[config.mk]
export PLATFORM = sky130hd
export DESIGN_NAME = bcd_to_xs3
export DESIGN_NICKNAME = d
export VERILOG_FILES = /design/src/rtl/bcd_pkg.sv /design/src/rtl/bcd_digit_to_xs3.sv /design/src/rtl/bcd_to_xs3.sv
export SDC_FILE = /design/constraint.sdc
export NUM_CORES = 1
export LEC_CHECK = 0
export BUFFER_PORTS_ARGS = -buffer_cell sky130_fd_sc_hd__buf_2
export CORE_AREA = 2 2 39 41
export DETAILED_ROUTE_END_ITERATION = 12
export DIE_AREA = 0 0 41 43
export SLEW_MARGIN = 20
export SYNTH_ARGS = -nofsm -noshare
export SYNTH_HDL_FRONTEND = slang
export SYNTH_SLANG_ARGS = --single-unit
export TNS_END_PERCENT = 5
[constraint.sdc]
create_clock -name clk -period 0.81 [get_ports clk]
set_input_delay 0.081 -clock clk [delete_from_list [all_inputs] [get_ports clk]]
set_output_delay 0.081 -clock clk [all_outputs]
set_load 0.05 [all_outputs]
[src/rtl/bcd_pkg.sv]
// Shared constants and types for the BCD to Excess-3 converter.
package bcd_pkg;

    typedef logic [3:0] nibble_t;

    localparam nibble_t XS3_OFFSET  = 4'd3;
    localparam nibble_t BCD_MAX     = 4'd9;
    localparam nibble_t XS3_INVALID = 4'b0000;

endpackage : bcd_pkg

[src/rtl/bcd_digit_to_xs3.sv]
// Combinational single-digit BCD to Excess-3 conversion with illegal-digit flag.
module bcd_digit_to_xs3
    import bcd_pkg::*;
(
    input  logic [3:0] i_bcd,
    output logic [3:0] o_xs3,
    output logic       o_err
);

    always_comb begin
        o_xs3 = XS3_INVALID;
        o_err = 1'b1;
        // Digits above 9 have no XS3 code; emit the unused 0000 pattern instead.
        if (i_bcd <= BCD_MAX) begin
            o_xs3 = i_bcd + XS3_OFFSET;
            o_err = 1'b0;
        end
    end

endmodule : bcd_digit_to_xs3

[src/rtl/bcd_to_xs3.sv]
// Registered multi-digit BCD to Excess-3 converter, one cycle latency.
module bcd_to_xs3
    import bcd_pkg::*;
#(
    parameter int unsigned DIGITS = 1
) (
    input  logic                  clk,
    input  logic                  rst_n,
    input  logic                  in_valid,
    input  logic [4*DIGITS-1:0]   bcd,
    output logic                  out_valid,
    output logic [4*DIGITS-1:0]   xs3,
    output logic [DIGITS-1:0]     err
);

    logic [4*DIGITS-1:0] w_xs3;
    logic [DIGITS-1:0]   w_err;

    logic                r_valid;
    logic [4*DIGITS-1:0] r_xs3;
    logic [DIGITS-1:0]   r_err;

    for (genvar k = 0; k < DIGITS; k++) begin : g_digit
        bcd_digit_to_xs3 u_digit (
            .i_bcd (bcd[4*k +: 4]),
            .o_xs3 (w_xs3[4*k +: 4]),
            .o_err (w_err[k])
        );
    end

    // Data registers load only on valid words so an undriven bus stays out of the outputs.
    always_ff @(posedge clk or negedge rst_n) begin
        if (!rst_n) begin
            r_valid <= 1'b0;
            r_xs3   <= '0;
            r_err   <= '0;
        end else begin
            r_valid <= in_valid;
            if (in_valid) begin
                r_xs3 <= w_xs3;
                r_err <= w_err;
            end
        end
    end

    assign out_valid = r_valid;
    assign xs3       = r_xs3;
    assign err       = r_err;

endmodule : bcd_to_xs3

==> results of run 1 <==
-- per-stage QoR --
stage	power [mW]	setup WS, ns
after floorplan	0.514	-0.0443
after global placement	0.589	-0.184
after detailed placement	0.589	-0.189
after CTS	0.938	-0.0774
after global routing	0.983	-0.0966
final	0.922	-0.0676
-- final timing paths --
check,from,endpoint
max,xs3[0],xs3[0]
min,in_valid,out_valid
max reg2reg,err,err
min reg2reg,err,err
max in group asynchronous,rst_n,err
min in group asynchronous,rst_n,out_valid
-- power breakdown --
| group | leakage (nW) | total (mW) | internal (mW) | switching (mW) |
|---|---|---|---|---|
| Sequential | 0.0713 | 0.351 | 0.333 | 0.0186 |
| Clock | 0.0150 | 0.294 | 0.187 | 0.108 |
| Combinational | 0.139 | 0.277 | 0.109 | 0.167 |
-- cell type report --
type | count | area, um2
inverter | 6 | 22.5
clock buffer | 4 | 26.3
timing repair buffer | 15 | 123
sequential | 6 | 154
tap | 16 | 20.0
fill | 133 | 917
multi-input combinational | 14 | 121
-- routing by layer --
metal  GRT usage  routed length [um]
met5           0                   0
met1      0.0957                 255
met2       0.103                 232
met4      0.0400                   0
met3      0.0681                  56
-- what timing repair did --
action                                 4_1_cts  5_1_grt
hold buffers                                 1        0
setup endpoints to repair                    6        6
gates resized for setup                     12        0
endpoints found under the hold margin        6        0
-- logic make-up (layout without fill, tap and decap cells) --
group | after synthesis | count (layout) | share of synthesized area
AOI/OAI and AO/OA | 9 | 9 | 0.251
DFF | 6 | 6 | 0.519
buffers and inverters | 6 | 25 | 0.0779
adders and majority gates | 2 | 2 | 0.0866
and+or+nand+nor | 2 | 2 | 0.0346
xor gates and xnor gates | 1 | 1 | 0.0303
-- state kept, by name, indices dropped and copies added (netlist names) --
register	count
xs3	4
err	1
out_valid	1
-- placed cells by master (no fill, tap or decap), drive strengths merged --
cell         synthesis  final
o2bb2ai              2      2
o21ai                2      2
clkbuf               0      4
o21ba                1      1
buf                  0     14
xor2                 1      1
inv                  6      6
o22ai                2      2
ha                   2      2
o31ai                1      1
or2                  1      1
a21oi                1      1
nand2                1      1
dlygate4sd3          0      1
dfrtp                6      6
==> load_flow_metrics.sql, run 1 <==
INSERT INTO impl_metrics (metric_group, metric, value, unit) VALUES
('run_status', 'run_status', 'complete, but fails checks', ''),
('run_status', 'violations', 'setup timing', ''),
('grt', 'grt_util_all_layers', '0.0820', ''),
('synthesis', 'number_of_storage_elements_in_the_synthesis_netlist', '6', ''),
('clock_network', 'cts.reportedPaths.clkPinSlew', '0.05', 'ns'),
('worst_setup_path', 'cp.arrival', '0.80', 'ns'),
('worst_setup_path', 'endpoint_kind', 'output pin', ''),
('final_layout', 'stdcell_count', '61', ''),
('sta', 'setup_viol_count_final', '6', ''),
('route', 'drt_drc_violations_left', '0', ''),
('synthesis', 'synth_cell_type_count', '13', ''),
('worst_setup_path', 'cp-start-kind', 'flop', ''),
('sta', 'slew_violations', '0', ''),
('sta', 'final_critical_delay_including_setup_and_external_delays', '0.878', 'ns'),
('sta', 'finalWorstSetupSlack', '-0.0676', 'ns'),
('power_and_ir_drop', 'static-leakage-power', '0.225', 'nW'),
('synthesis', 'seq_area_frac_synth', '0.519', ''),
('floorplanning', 'die_x', '41', 'um'),
('placement', 'place.port_buffers', '12', ''),
('placement', 'placedCellCount', '56', ''),
('grt', 'grt_antenna_before_repair', '0', ''),
('floorplanning', 'die-area', '1760', 'um2'),
('synthesis', 'synth-edff-count', '0', ''),
('floorplanning', 'start_util', '0.209', ''),
('worst_setup_path', 'r2r_setup_slack', '0.17', 'ns'),
('clock_network', 'cts_tree', 'done', ''),
('final_layout', 'layout-area-overhead-vs-synth', '61.5', '%'),
('clock_network', 'cts_sinks', '6', ''),
('route', 'wire_length_per_cell', '8.90', 'um'),
('synthesis', 'netlist_top_cells_count', 'sky130_fd_sc_hd__dfrtp_1, sky130_fd_sc_hd__inv_1, sky130_fd_sc_hd__ha_1, sky130_fd_sc_hd__o22ai_1, sky130_fd_sc_hd__o2bb2ai_1', ''),
('route', 'routed-via-count', '237', ''),
('worst_setup_path', 'crit_path_top_delay_cell', 'sky130_fd_sc_hd__dfrtp_2', ''),
('route', 'vias_per_cell', '3.89', ''),
('clock_network', 'htreeDepth', '1', ''),
('worst_setup_path', 'number_of_logic_stages_on_the_critical_path_including_buffering', '1', ''),
('floorplanning', 'standard_cell_row_count', '14', ''),
('floorplanning', 'io_pins', '13', ''),
('route', 'detail-route-antenna-nets', '0', ''),
('route', 'wirelength', '543', 'um'),
('final_layout', 'final_area', '467', 'um2'),
('route', 'drt_pre_antenna_iters', '2', ''),
('final_layout', 'antenna_cells_inserted', '0', ''),
('grt', 'grt_pass1_vias', '249', ''),
('synthesis', 'cells_after_synth', '26', ''),
('sta', 'setup_repair_after_global_routing_missed_its_margin', 'yes', ''),
('grt', 'largest_net_degree_at_the_start_of_global_routing', '7', ''),
('power_and_ir_drop', 'powerDensity', '1980', 'nW/um2'),
('synthesis', 'synth_area', '289', 'um2'),
('synthesis', 'ys_async_sr_fraction', '1.00', ''),
('sta', 'achievable-frequency', '1140', 'MHz'),
('worst_setup_path', 'critPathKind', 'reg -> out', ''),
('placement', 'place.gp.congestion', '0.716', ''),
('route', 'drt_iter0_drc', '4', ''),
('sta', 'timing_worst_slew_pin_value', '0.207', 'ns'),
('worst_setup_path', 'critical_path_required', '0.73', 'ns'),
('synthesis', 'dominantRegCellSynth', 'sky130_fd_sc_hd__dfrtp_1', ''),
('power_and_ir_drop', 'vdd_drop_max', '0.000755', 'V'),
('final_layout', 'final_layout_size_suffix_gt1_frac', '0.533', ''),
('worst_setup_path', 'reg2reg_depth', '2', ''),
('synthesis', 'postSynthNetCount', '35', ''),
('sta', 'hold_ws', '0.0234', 'ns'),
('floorplanning', 'die-height', '43', 'um'),
('clock_network', 'postCtsSetupRepairBufs', '0', ''),
('grt', 'globalRoute.totalOverflow', '0', ''),
('min_path', 'worstHoldPathType', 'in -> reg', ''),
('clock_network', 'cts_root_buf', 'sky130_fd_sc_hd__clkbuf_4', ''),
('clock_network', 'cts_buffer_count', '3', ''),
('clock_network', 'worst_skew_pair.late_latency', '0.24', 'ns'),
('synthesis', 'postSynthAreaPerCell', '11.1', 'um2'),
('synthesis', 'area_contributors_post_synth', 'sky130_fd_sc_hd__dfrtp_1, sky130_fd_sc_hd__ha_1, sky130_fd_sc_hd__inv_1', ''),
('sta', 'setup_tns', '-0.318', 'ns');
No activity file was read; power rests on OpenSTA's default activity.
==> run 2, diff against run 1 <==
==> constraint.sdc (replaced) <==
create_clock -name clk -period 0.81 [get_ports clk]
set_input_delay 0 -clock clk [delete_from_list [all_inputs] [get_ports clk]]
set_output_delay 0 -clock clk [all_outputs]
set_load 0.05 [all_outputs]
==> load_flow_metrics.sql, run 2 (synthesis results as in run 1) <==
INSERT INTO impl_metrics (metric_group, metric, value, unit) VALUES
('run_status', 'run_status', 'complete, but fails checks', ''),
('run_status', 'violations', 'setup timing', ''),
('route', 'drt_drc_violations_left', '0', ''),
('final_layout', 'final_layout_size_suffix_gt1_frac', '0.426', ''),
('min_path', 'timing.hold.worst.start', 'in_valid', ''),
('power_and_ir_drop', 'static-leakage-power', '0.241', 'nW'),
('power_and_ir_drop', 'switching_share', '0.332', ''),
('placement', 'placedCellCount', '55', ''),
('sta', 'setup_viol_count_final', '1', ''),
('power_and_ir_drop', 'vdd_drop_max', '0.00101', 'V'),
('sta', 'timing_worst_slew_pin_value', '0.214', 'ns'),
('power_and_ir_drop', 'sequentialPowerShare', '0.367', ''),
('route', 'detail-route-antenna-nets', '0', ''),
('grt', 'grt_util_all_layers', '0.0991', ''),
('worst_setup_path', 'critical_path.n_buffers_inverters', '1', ''),
('sta', 'finalWorstSetupSlack', '-0.0130', 'ns'),
('sta', 'final_critical_delay_including_setup_and_external_delays', '0.823', 'ns'),
('power_and_ir_drop', 'powerDensity', '1980', 'nW/um2'),
('grt', 'grt_antenna_before_repair', '0', ''),
('power_and_ir_drop', 'power.share.combinational', '0.303', ''),
('clock_network', 'cts_root_buf', 'sky130_fd_sc_hd__clkbuf_4', ''),
('clock_network', 'clock_path_buffers', '2', ''),
('worst_setup_path', 'critPathKind', 'reg -> out', ''),
('power_and_ir_drop', 'net-switching-power', '318', 'uW'),
('sta', 'timing.final.hold_violations', '0', ''),
('flow_run', 'timing.max_cap.violations', '0', ''),
('worst_setup_path', 'crit_path_leading_delay_family', 'flip-flops', ''),
('floorplanning', 'die-area', '1760', 'um2'),
('clock_network', 'cts_tree', 'done', ''),
('route', 'drt_iter0_drc', '2', ''),
('worst_setup_path', 'endpoint_kind', 'output pin', ''),
('sta', 'slew_violations', '0', ''),
('clock_network', 'htreeDepth', '1', ''),
('worst_setup_path', 'worstPathMaxFanout', '2', ''),
('grt', 'globalRoute.totalOverflow', '0', ''),
('final_layout', 'largest_register_ff_count', '4', ''),
('placement', 'dp_hpwl', '451', 'um'),
('final_layout', 'stdcell_count', '63', ''),
('final_layout', 'antenna_cells_inserted', '0', ''),
('floorplanning', 'standard_cell_row_count', '14', ''),
('sta', 'timing.max_slew.rel_slack', '0.856', ''),
('sta', 'timing.clock.skew', '0', 'ns'),
('grt', 'first_pass_grt_wire_length', '1040', 'um'),
('worst_setup_path', 'r2r_setup_slack', '0.05', 'ns'),
('worst_setup_path', 'cp-start-kind', 'flop', ''),
('grt', 'grt_pass1_vias', '242', ''),
('sta', 'setup_repair_after_global_routing_missed_its_margin', 'yes', ''),
('power_and_ir_drop', 'power_report.internal_total', '639', 'uW'),
('worst_setup_path', 'cpPeakStageDelay', '0.41', 'ns'),
('route', 'wirelength', '641', 'um'),
('floorplanning', 'start_util', '0.209', ''),
('grt', 'largest_net_degree_at_the_start_of_global_routing', '7', ''),
('final_layout', 'layout-area-overhead-vs-synth', '67.1', '%'),
('floorplanning', 'core', '1380', 'um2'),
('worst_setup_path', 'path_cells', 'buf_8', ''),
('worst_setup_path', 'critical_path_required', '0.81', 'ns'),
('worst_setup_path', 'setup.worst_path.start', 'xs3[0]', ''),
('placement', 'place.gp.congestion', '0.732', ''),
('worst_setup_path', 'cp.arrival', '0.82', 'ns'),
('clock_network', 'cts_buffer_count', '3', ''),
('worst_setup_path', 'crit_path_top_delay_cell', 'sky130_fd_sc_hd__dfrtp_2', ''),
('worst_setup_path', 'reg2reg_from', 'xs3[0]', ''),
('sta', 'layout_worst_path_cycle_share', '1.02', ''),
('final_layout', 'filler_cell_count', '145', ''),
('route', 'drt_pre_antenna_iters', '4', ''),
('placement', 'place.port_buffers', '12', ''),
('final_layout', 'multi_input_area', '116', 'um2'),
('min_path', 'worstHoldPathType', 'in -> reg', ''),
('floorplanning', 'die_x', '41', 'um'),
('placement', 'place_ws', '-0.157', 'ns'),
('final_layout', 'most_frequent_cells_in_the_layout', 'sky130_fd_sc_hd__inv_1, sky130_fd_sc_hd__buf_2, sky130_fd_sc_hd__dfrtp_1, sky130_fd_sc_hd__buf_6', ''),
('route', 'routed-via-count', '262', ''),
('sta', 'achievable-frequency', '1220', 'MHz'),
('floorplanning', 'die-height', '43', 'um'),
('power_and_ir_drop', 'power.clock.fraction', '0.330', ''),
('final_layout', 'area.sequential', '151', 'um2'),
('clock_network', 'worst_skew_pair.late_latency', '0.25', 'ns'),
('route', 'wire_length_per_cell', '10.2', 'um'),
('route', 'vias_per_cell', '4.16', ''),
('clock_network', 'cts.reportedPaths.clkPinSlew', '0.05', 'ns'),
('final_layout', 'number_of_nets_in_the_final_layout', '57', ''),
('floorplanning', 'io_pins', '13', ''),
('clock_network', 'cts_sinks', '6', '');
==> run 2: changes by cell type in the layout (fill, tap and decap cells not counted), sizes merged <==
| cell | delta |
|---|---|
| dlygate4sd3 | +2 |
==> run 2: power by group through the flow <==
stage	Combinational [mW]	Clock [mW]	Sequential, mW
floorplan	0.0564	0	0.455
global placement	0.234	0	0.347
detailed placement	0.234	0	0.348
CTS	0.279	0.317	0.350
global route	0.310	0.362	0.354
finish	0.290	0.315	0.352
==> run 2: timing repair <==
action,in CTS,in global routing
buffers inserted,0,1
hold buffers,3,0
resized for setup,11,2
setup endpoints to repair,6,6
endpoints found under the hold margin,8,0
==> run 2: metrics by stage <==
stage | cell area, um2 | power [mW] | setup TNS, ns | hold slack [ns] | utilization
3_3_place_gp | 378 | 0.582 | -0.557 | -0.172 | 0.273
4_1_cts | 468 | 0.947 | -0.0124 | 0.00417 | 0.338
2_1_floorplan | 290 | 0.511 | -0.217 | -0.296 | -
5_1_grt | 483 | 1.03 | -0.134 | 0.00317 | 0.349
6_report | 483 | 0.957 | -0.0130 | 0.00378 | 0.349
3_5_place_dp | 378 | 0.582 | -0.610 | -0.170 | 0.273
==> run 2: worst paths after layout <==
kind	cells after the start	to
min in group asynchronous	2	xs3[1]
setup / recovery	1	xs3[0]
hold reg to reg	1	xs3[2]
max in group asynchronous	2	xs3[2]
setup reg to reg	3	xs3[0]
hold / removal	2	xs3[0]
==> run 2: layout make-up <==
type                    instances  share of cell area
multi-input cells              14               0.241
repair buffers                 17               0.303
inverters                       6              0.0466
flip-flops and latches          6               0.313
clock buffers                   4              0.0544
well taps                      16              0.0415
==> run 2: metal layers <==
layer,wire length [um],track usage
met5,0,0
met4,15,0.0600
met3,89,0.105
met2,267,0.109
met1,269,0.112
